## src/rtl/hash_pkg.sv

```systemverilog
// Shared types and helpers for the hash core front end: opcodes, padder states,
// byte swapping and the partial-word delimiter rule.
package hash_pkg;

  typedef enum logic [1:0] {
    OP_MD5    = 2'b00,
    OP_SHA1   = 2'b01,
    OP_SHA256 = 2'b10
  } opcode_t;

  typedef enum logic [2:0] {
    ST_IDLE,
    ST_DATA,
    ST_PAD,
    ST_LEN,
    ST_FIN
  } pad_state_t;

  localparam int BLOCK_WORDS = 16;

  function automatic logic [31:0] bswap32(input logic [31:0] w);
    return {w[7:0], w[15:8], w[23:16], w[31:24]};
  endfunction

  // Big-endian word holding the last rem message bytes followed by 0x80.
  function automatic logic [31:0] delimiter(input logic [31:0] bw, input logic [1:0] rem);
    logic [31:0] d;
    d = 32'h8000_0000;
    case (rem)
      2'd1:    d = (bw & 32'hFF00_0000) | 32'h0080_0000;
      2'd2:    d = (bw & 32'hFFFF_0000) | 32'h0000_8000;
      2'd3:    d = (bw & 32'hFFFF_FF00) | 32'h0000_0080;
      default: d = 32'h8000_0000;
    endcase
    return d;
  endfunction

endpackage

```

## src/rtl/hash_pad_outreg.sv

```systemverilog
// Single valid/ready register slice holding one padded word and its block flags.
module hash_pad_outreg (
  input  logic        clk,
  input  logic        reset,
  input  logic        i_load,
  input  logic [31:0] i_data,
  input  logic        i_last_word,
  input  logic        i_last_block,
  input  logic        i_ready,
  output logic        o_can_load,
  output logic        o_valid,
  output logic [31:0] o_data,
  output logic        o_last_word,
  output logic        o_last_block
);

  logic        r_valid;
  logic [31:0] r_data;
  logic        r_last_word;
  logic        r_last_block;

  // Payload only changes on a load, so it stays stable while stalled.
  always_ff @(posedge clk or posedge reset) begin
    if (reset) begin
      r_valid      <= 1'b0;
      r_data       <= 32'h0;
      r_last_word  <= 1'b0;
      r_last_block <= 1'b0;
    end else if (i_load) begin
      r_valid      <= 1'b1;
      r_data       <= i_data;
      r_last_word  <= i_last_word;
      r_last_block <= i_last_block;
    end else if (i_ready) begin
      r_valid <= 1'b0;
    end
  end

  assign o_can_load   = !r_valid || i_ready;
  assign o_valid      = r_valid;
  assign o_data       = r_data;
  assign o_last_word  = r_last_word;
  assign o_last_block = r_last_block;

endmodule

```

## src/rtl/hash_msg_padder.sv

```systemverilog
// Streaming message padder: turns raw 32-bit memory words into complete
// 16-word hash blocks (data, delimiter, zero fill, 64-bit bit length).
module hash_msg_padder
  import hash_pkg::*;
(
  input  logic        clk,
  input  logic        reset,
  input  logic        start,
  input  logic [1:0]  opcode,
  input  logic [31:0] size,
  input  logic        in_valid,
  input  logic [31:0] in_data,
  output logic        in_ready,
  output logic        out_valid,
  output logic [31:0] out_data,
  output logic        out_last_word,
  output logic        out_last_block,
  input  logic        out_ready,
  output logic        busy,
  output logic        done
);

  pad_state_t  r_state, w_state_next;
  logic [31:0] r_widx, r_total, r_nfull;
  logic [1:0]  r_rem;
  logic [34:0] r_bitlen;
  logic        r_md5, r_done;

  logic        w_can_load, w_load, w_last_word, w_last_block;
  logic [31:0] w_word, w_be, w_bw, w_start_nfull, w_start_total, w_widx_inc;

  // The state that owns a given word index: consuming data, fill, or length.
  function automatic pad_state_t classify(input logic [31:0] idx, input logic [31:0] nfull,
                                          input logic [31:0] total, input logic [1:0] rem);
    if (idx >= total - 32'd2) return ST_LEN;
    if (idx < nfull || (idx == nfull && rem != 2'd0)) return ST_DATA;
    return ST_PAD;
  endfunction

  assign w_bw          = bswap32(in_data);
  assign w_start_nfull = {2'b00, size[31:2]};
  assign w_start_total = (((size + 32'd8) >> 6) + 32'd1) << 4;
  assign w_widx_inc    = r_widx + 32'd1;
  assign w_last_word   = (r_widx[3:0] == 4'(BLOCK_WORDS - 1));
  assign w_last_block  = (r_widx >= r_total - 32'(BLOCK_WORDS));

  // Word generation and next state; a word is produced only when the slice can take it.
  always_comb begin
    w_state_next = r_state;
    w_load       = 1'b0;
    w_be         = 32'h0;
    w_word       = 32'h0;
    case (r_state)
      ST_IDLE: begin
        if (start && !r_done)
          w_state_next = classify(32'd0, w_start_nfull, w_start_total, size[1:0]);
      end
      ST_DATA: begin
        if (in_valid && w_can_load) begin
          w_load       = 1'b1;
          w_be         = (r_widx == r_nfull) ? delimiter(w_bw, r_rem) : w_bw;
          w_word       = r_md5 ? bswap32(w_be) : w_be;
          w_state_next = classify(w_widx_inc, r_nfull, r_total, r_rem);
        end
      end
      ST_PAD: begin
        if (w_can_load) begin
          w_load       = 1'b1;
          w_be         = (r_widx == r_nfull) ? 32'h8000_0000 : 32'h0;
          w_word       = r_md5 ? bswap32(w_be) : w_be;
          w_state_next = classify(w_widx_inc, r_nfull, r_total, r_rem);
        end
      end
      ST_LEN: begin
        if (w_can_load) begin
          w_load = 1'b1;
          if (r_widx == r_total - 32'd1) begin
            w_word       = r_md5 ? {29'b0, r_bitlen[34:32]} : r_bitlen[31:0];
            w_state_next = ST_FIN;
          end else begin
            w_word = r_md5 ? r_bitlen[31:0] : {29'b0, r_bitlen[34:32]};
          end
        end
      end
      ST_FIN: begin
        if (out_valid && out_ready) w_state_next = ST_IDLE;
      end
      default: w_state_next = ST_IDLE;
    endcase
  end

  // Message parameters are latched when leaving IDLE; done follows the final transfer.
  always_ff @(posedge clk or posedge reset) begin
    if (reset) begin
      r_state  <= ST_IDLE;
      r_widx   <= 32'h0;
      r_total  <= 32'h0;
      r_nfull  <= 32'h0;
      r_rem    <= 2'b00;
      r_bitlen <= 35'h0;
      r_md5    <= 1'b0;
      r_done   <= 1'b0;
    end else begin
      r_state <= w_state_next;
      r_done  <= (r_state == ST_FIN) && out_valid && out_ready;
      if (r_state == ST_IDLE && w_state_next != ST_IDLE) begin
        r_widx   <= 32'h0;
        r_nfull  <= w_start_nfull;
        r_rem    <= size[1:0];
        r_total  <= w_start_total;
        r_bitlen <= {size, 3'b000};
        r_md5    <= (opcode == OP_MD5);
      end else if (w_load) begin
        r_widx <= w_widx_inc;
      end
    end
  end

  hash_pad_outreg u_outreg (
    .clk          (clk),
    .reset        (reset),
    .i_load       (w_load),
    .i_data       (w_word),
    .i_last_word  (w_last_word),
    .i_last_block (w_last_block),
    .i_ready      (out_ready),
    .o_can_load   (w_can_load),
    .o_valid      (out_valid),
    .o_data       (out_data),
    .o_last_word  (out_last_word),
    .o_last_block (out_last_block)
  );

  assign in_ready = (r_state == ST_DATA) && w_can_load;
  assign busy     = (r_state != ST_IDLE);
  assign done     = r_done;

endmodule

```

## config.mk

```make
export PLATFORM = sky130hd
export DESIGN_NAME = hash_msg_padder
export DESIGN_NICKNAME = d
export VERILOG_FILES = /design/src/rtl/hash_pkg.sv /design/src/rtl/hash_pad_outreg.sv /design/src/rtl/hash_msg_padder.sv
export SDC_FILE = /design/constraint.sdc
export NUM_CORES = 1
export LEC_CHECK = 0
export CAP_MARGIN = 20
export CORE_ASPECT_RATIO = 1.75
export CORE_MARGIN = 8
export CORE_UTILIZATION = 31
export DETAILED_ROUTE_END_ITERATION = 6
export PLACE_DENSITY = 0.48
export SLEW_MARGIN = 5
export SYNTH_ARGS = -nofsm -noshare
export SYNTH_HDL_FRONTEND = slang
export SYNTH_SLANG_ARGS = --single-unit
```

## constraint.sdc

```tcl
create_clock -name clk -period 5.9 [get_ports clk]
set_input_delay 1.18 -clock clk [delete_from_list [all_inputs] [get_ports clk]]
set_output_delay 1.18 -clock clk [all_outputs]
set_load 0.05 [all_outputs]
```

==> qor.csv <==
stage;metric;value;unit
status;status;finished clean;
yosys;cells after synthesis;1142;
sta;setup tns final;0;ns
yosys;synth cell count leaders;131 x dfrtp_1, 117 x nand2_1, 92 x nor2_1;
die;die width;151;µm
global_route;vias in the first global route;8994;
cells_and_area;nets@finish;1373;
power;Cell Pwr Density;240;nW/µm²
yosys;synthesis-stage register bit count;131;
worst_hold_path;Hold Path Depth;1;
die;Core Region;31400;µm²
route;Via Count;8831;
global_route;global-route wire length before repair;53500;µm
global_route;largest net degree at the start of global routing;98;
placement;GPL Wtd Cong;0.901;
worst_setup_path;reg2reg end;r_state[1]$_DFF_PP0_;
sta;Final setup viols;0;
yosys;top post-synthesis cells by area;dfrtp_1 33%, ha_1 11%, xor2_1 6.9%, xnor2_1 5.3%, nand2_1 4.4%;
worst_setup_path;required time of the critical path;6.21;ns
route;drt pass-1 iters;5;
route;Vias/cell;5.44;
worst_hold_path;hold path start;u_outreg.o_last_word$_DFFE_PP0P_;
clocking;cts hold-fix bufs;0;
yosys;Yosys top cell area share;33.2;%
worst_setup_path;Setup Crit Path Kind;flip-flop to flip-flop;
yosys;Main synth FF type;dfrtp_1;
placement;Post-DP HPWL;28100;µm
yosys;cell taking the most area after synthesis;dfrtp_1;
die;die height;252;µm
clocking;Clock Pin Slew Worst Setup and Hold Paths;0.06;ns
sta;RSZ-0062 raised after global routing;no;
yosys;Post-synth EDFFs;0;
cells_and_area;ant diodes;0;
sta;Hold Fails Final Rpt;0;
yosys;distinct cell type count of the synthesized netlist;63;
worst_setup_path;CP Launch Type;flip-flop;
yosys;most frequent cell after synthesis;dfrtp_1;
worst_setup_path;worst r2r path cells;17;
sta;Max Fclk;199;MHz
sta;clock skew;0.0146;ns
die;initial core utilization;31.5;%
sta;Worst Hold Slack;0.481;ns
placement;PortBufs;108;
clocking;CTS tree;yes;
worst_hold_path;hold endpoint;u_outreg.o_last_word$_DFFE_PP0P_;
clocking;Num CTS Buffers;17;
power;worst vdd ir;0.241;mV
clocking;# resized after CTS;0;
cells_and_area;P&R area growth vs syn;20.4;%
clocking;setup bufs post-CTS;0;
sta;Rel. slew slack;30.2;%
die;die area;38100;µm²
route;post-detailed-route count of antenna-violating nets;0;
power;Static Leak;0.00510;µW
placement;placed inst area;11300;µm²
global_route;total track usage;18.7;%
cells_and_area;Layout Cells excl Fill;1623;
yosys;Avg Cell Area, Syn;8.66;µm²
sta;fin crit period;5.03;ns
worst_hold_path;worst hold path type;flip-flop to flip-flop;
cells_and_area;Final Cell Area;11900;µm²
route;DRC;0;
yosys;Syn Std Cell Area;9880;µm²
global_route;initial antenna violation count;0;
global_route;total congestion overflow;0;
job;max cap viols;0;
yosys;Yosys warning total;0;
route;drt total wl;34900;µm
clocking;H-tree Lvls;4;
sta;Worst-Margin Slew;1.04;ns
worst_setup_path;worst endpoint data arrival time;5.34;ns
cells_and_area;layout cells sized above 1;4.97;%
route;initial DRC count;466;
route;DR WL/cell;21.5;µm
worst_setup_path;worst-path fanout max;9;
clocking;CTS sink count;131;
clocking;Clock Latency Late Sink;0.44;ns
worst_setup_path;CP Capture Type;flip-flop;
worst_setup_path;flop2flop setup slack;0.87;ns
sta;Final period util;85.3;%
placement;placed insts;1590;
yosys;Synth async-reset ratio;100;%
sta;Pins Over Slew Limit;0;
yosys;syn_nets;1301;
worst_setup_path;RR Startpoint;r_widx[2]$_DFFE_PP0P_;
cells_and_area;fill cell count;3234;
yosys;sequential-to-total area share from yosys stat;33.2;%
die;I/O pin cnt;109;
clocking;CTS Buffer Depth;2;
die;std cell rows;86;
clocking;clock root buffer master;clkbuf_16;
per-stage QoR:
step | util, % | worst slack [ns] | total power, µW
after floorplan | - | 1.22 | 1510
after global placement | 36.0 | 1.04 | 1800
after detailed placement | 36.0 | 0.956 | 1810
after CTS | 37.8 | 0.928 | 2890
after global routing | 37.9 | 0.533 | 2990
final | 37.9 | 0.868 | 2860
flip-flops by register name (all words and copies together), names as in the netlist:
| register | flops |
|---|---|
| r_widx | 32 |
| u_outreg.o_data | 32 |
| r_bitlen | 31 |
| r_total | 27 |
| r_state | 3 |
| done | 1 |
| r_md5 | 1 |
| r_rem | 1 |
| u_outreg.o_last_block | 1 |
| u_outreg.o_last_word | 1 |
| u_outreg.o_valid | 1 |
layout make-up:
cell class              count  area, µm²  share of cell area, %
clock buffers              19        443                   3.72
clock inverters            13        134                   1.13
inverters                  49        189                   1.59
multi-input cells         893       6160                   51.8
flip-flops and latches    131       3280                   27.5
well taps                 396        495                   4.16
repair buffers            122       1200                   10.1
critical path, cell delays in order (launching register included):
cell and delay, ns:
dfrtp_1 0.53, and4_1 0.35, nand3_1 0.10, buf_4 0.19, or3_1 0.41, nor3_1 0.43, and3_1 0.30, nand3_1 0.12
xnor2_1 0.29, ha_1 0.31, a211oi_1 0.23, o21bai_1 0.11, a21o_1 0.18, a21oi_1 0.30, o311ai_0 0.37, a22o_1 0.33
a211oi_1 0.24, o22ai_1 0.10
kinds of logic (layout without fill, tap and decap cells):
| kind of cell | count (synthesis) | count (layout) | synth area share, % |
|---|---|---|---|
| and+or+nand+nor | 413 | 413 | 21.0 |
| AOI/OAI and AO/OA | 246 | 246 | 16.8 |
| xor gates and xnor gates | 140 | 140 | 12.6 |
| DFF | 131 | 131 | 33.2 |
| buffers and inverters | 118 | 203 | 4.68 |
| adders and majority gates | 90 | 90 | 11.3 |
| muxes | 4 | 4 | 0.418 |
power by group:
part	internal, µW	switching (µW)	total (µW)	leakage (µW)
Combinational	278	430	709	0.00319
Clock	630	438	1070	0.000279
Sequential	975	103	1080	0.00164
layout by cell type (no fill, tap or decap), types with 15 or more instances in the layout:
cell type	synthesis	routed
a22o_1	15	15
or3_1	19	19
clkbuf_16	0	17
ha_1	88	88
nand4_1	35	35
nand2_1	117	117
xnor2_1	60	60
nor4_1	33	33
o21ai_0	87	87
a21oi_1	41	41
xor2_1	78	78
nor3_1	21	21
dfrtp_1	131	131
nor2_1	92	91
inv_1	49	48
clkdlybuf4s50_1	0	108
a221o_1	33	33
nand3_1	34	34
layer usage:
layer,vias to the layer above,wire length (µm),GRT usage (%)
met3,52,1570,2.96
met4,0,1480,9.74
met2,227,18000,33.6
met5,-,0,0
met1,4275,13800,20.5
li1,4277,-,-
worst max-delay path by stage:
stage	start	to	slack, ns
2_1_floorplan	reset	done$_DFF_PP0_	1.22
3_3_place_gp	r_total[6]$_DFFE_PP0P_	u_outreg.o_data[28]$_DFFE_PP0P_	1.04
3_5_place_dp	r_widx[3]$_DFFE_PP0P_	r_state[1]$_DFF_PP0_	0.96
4_1_cts	r_widx[3]$_DFFE_PP0P_	r_state[1]$_DFF_PP0_	0.93
5_1_grt	r_widx[2]$_DFFE_PP0P_	r_state[1]$_DFF_PP0_	0.53
6_report	r_widx[2]$_DFFE_PP0P_	r_state[1]$_DFF_PP0_	0.87
(Power assumes the default switching activity.)
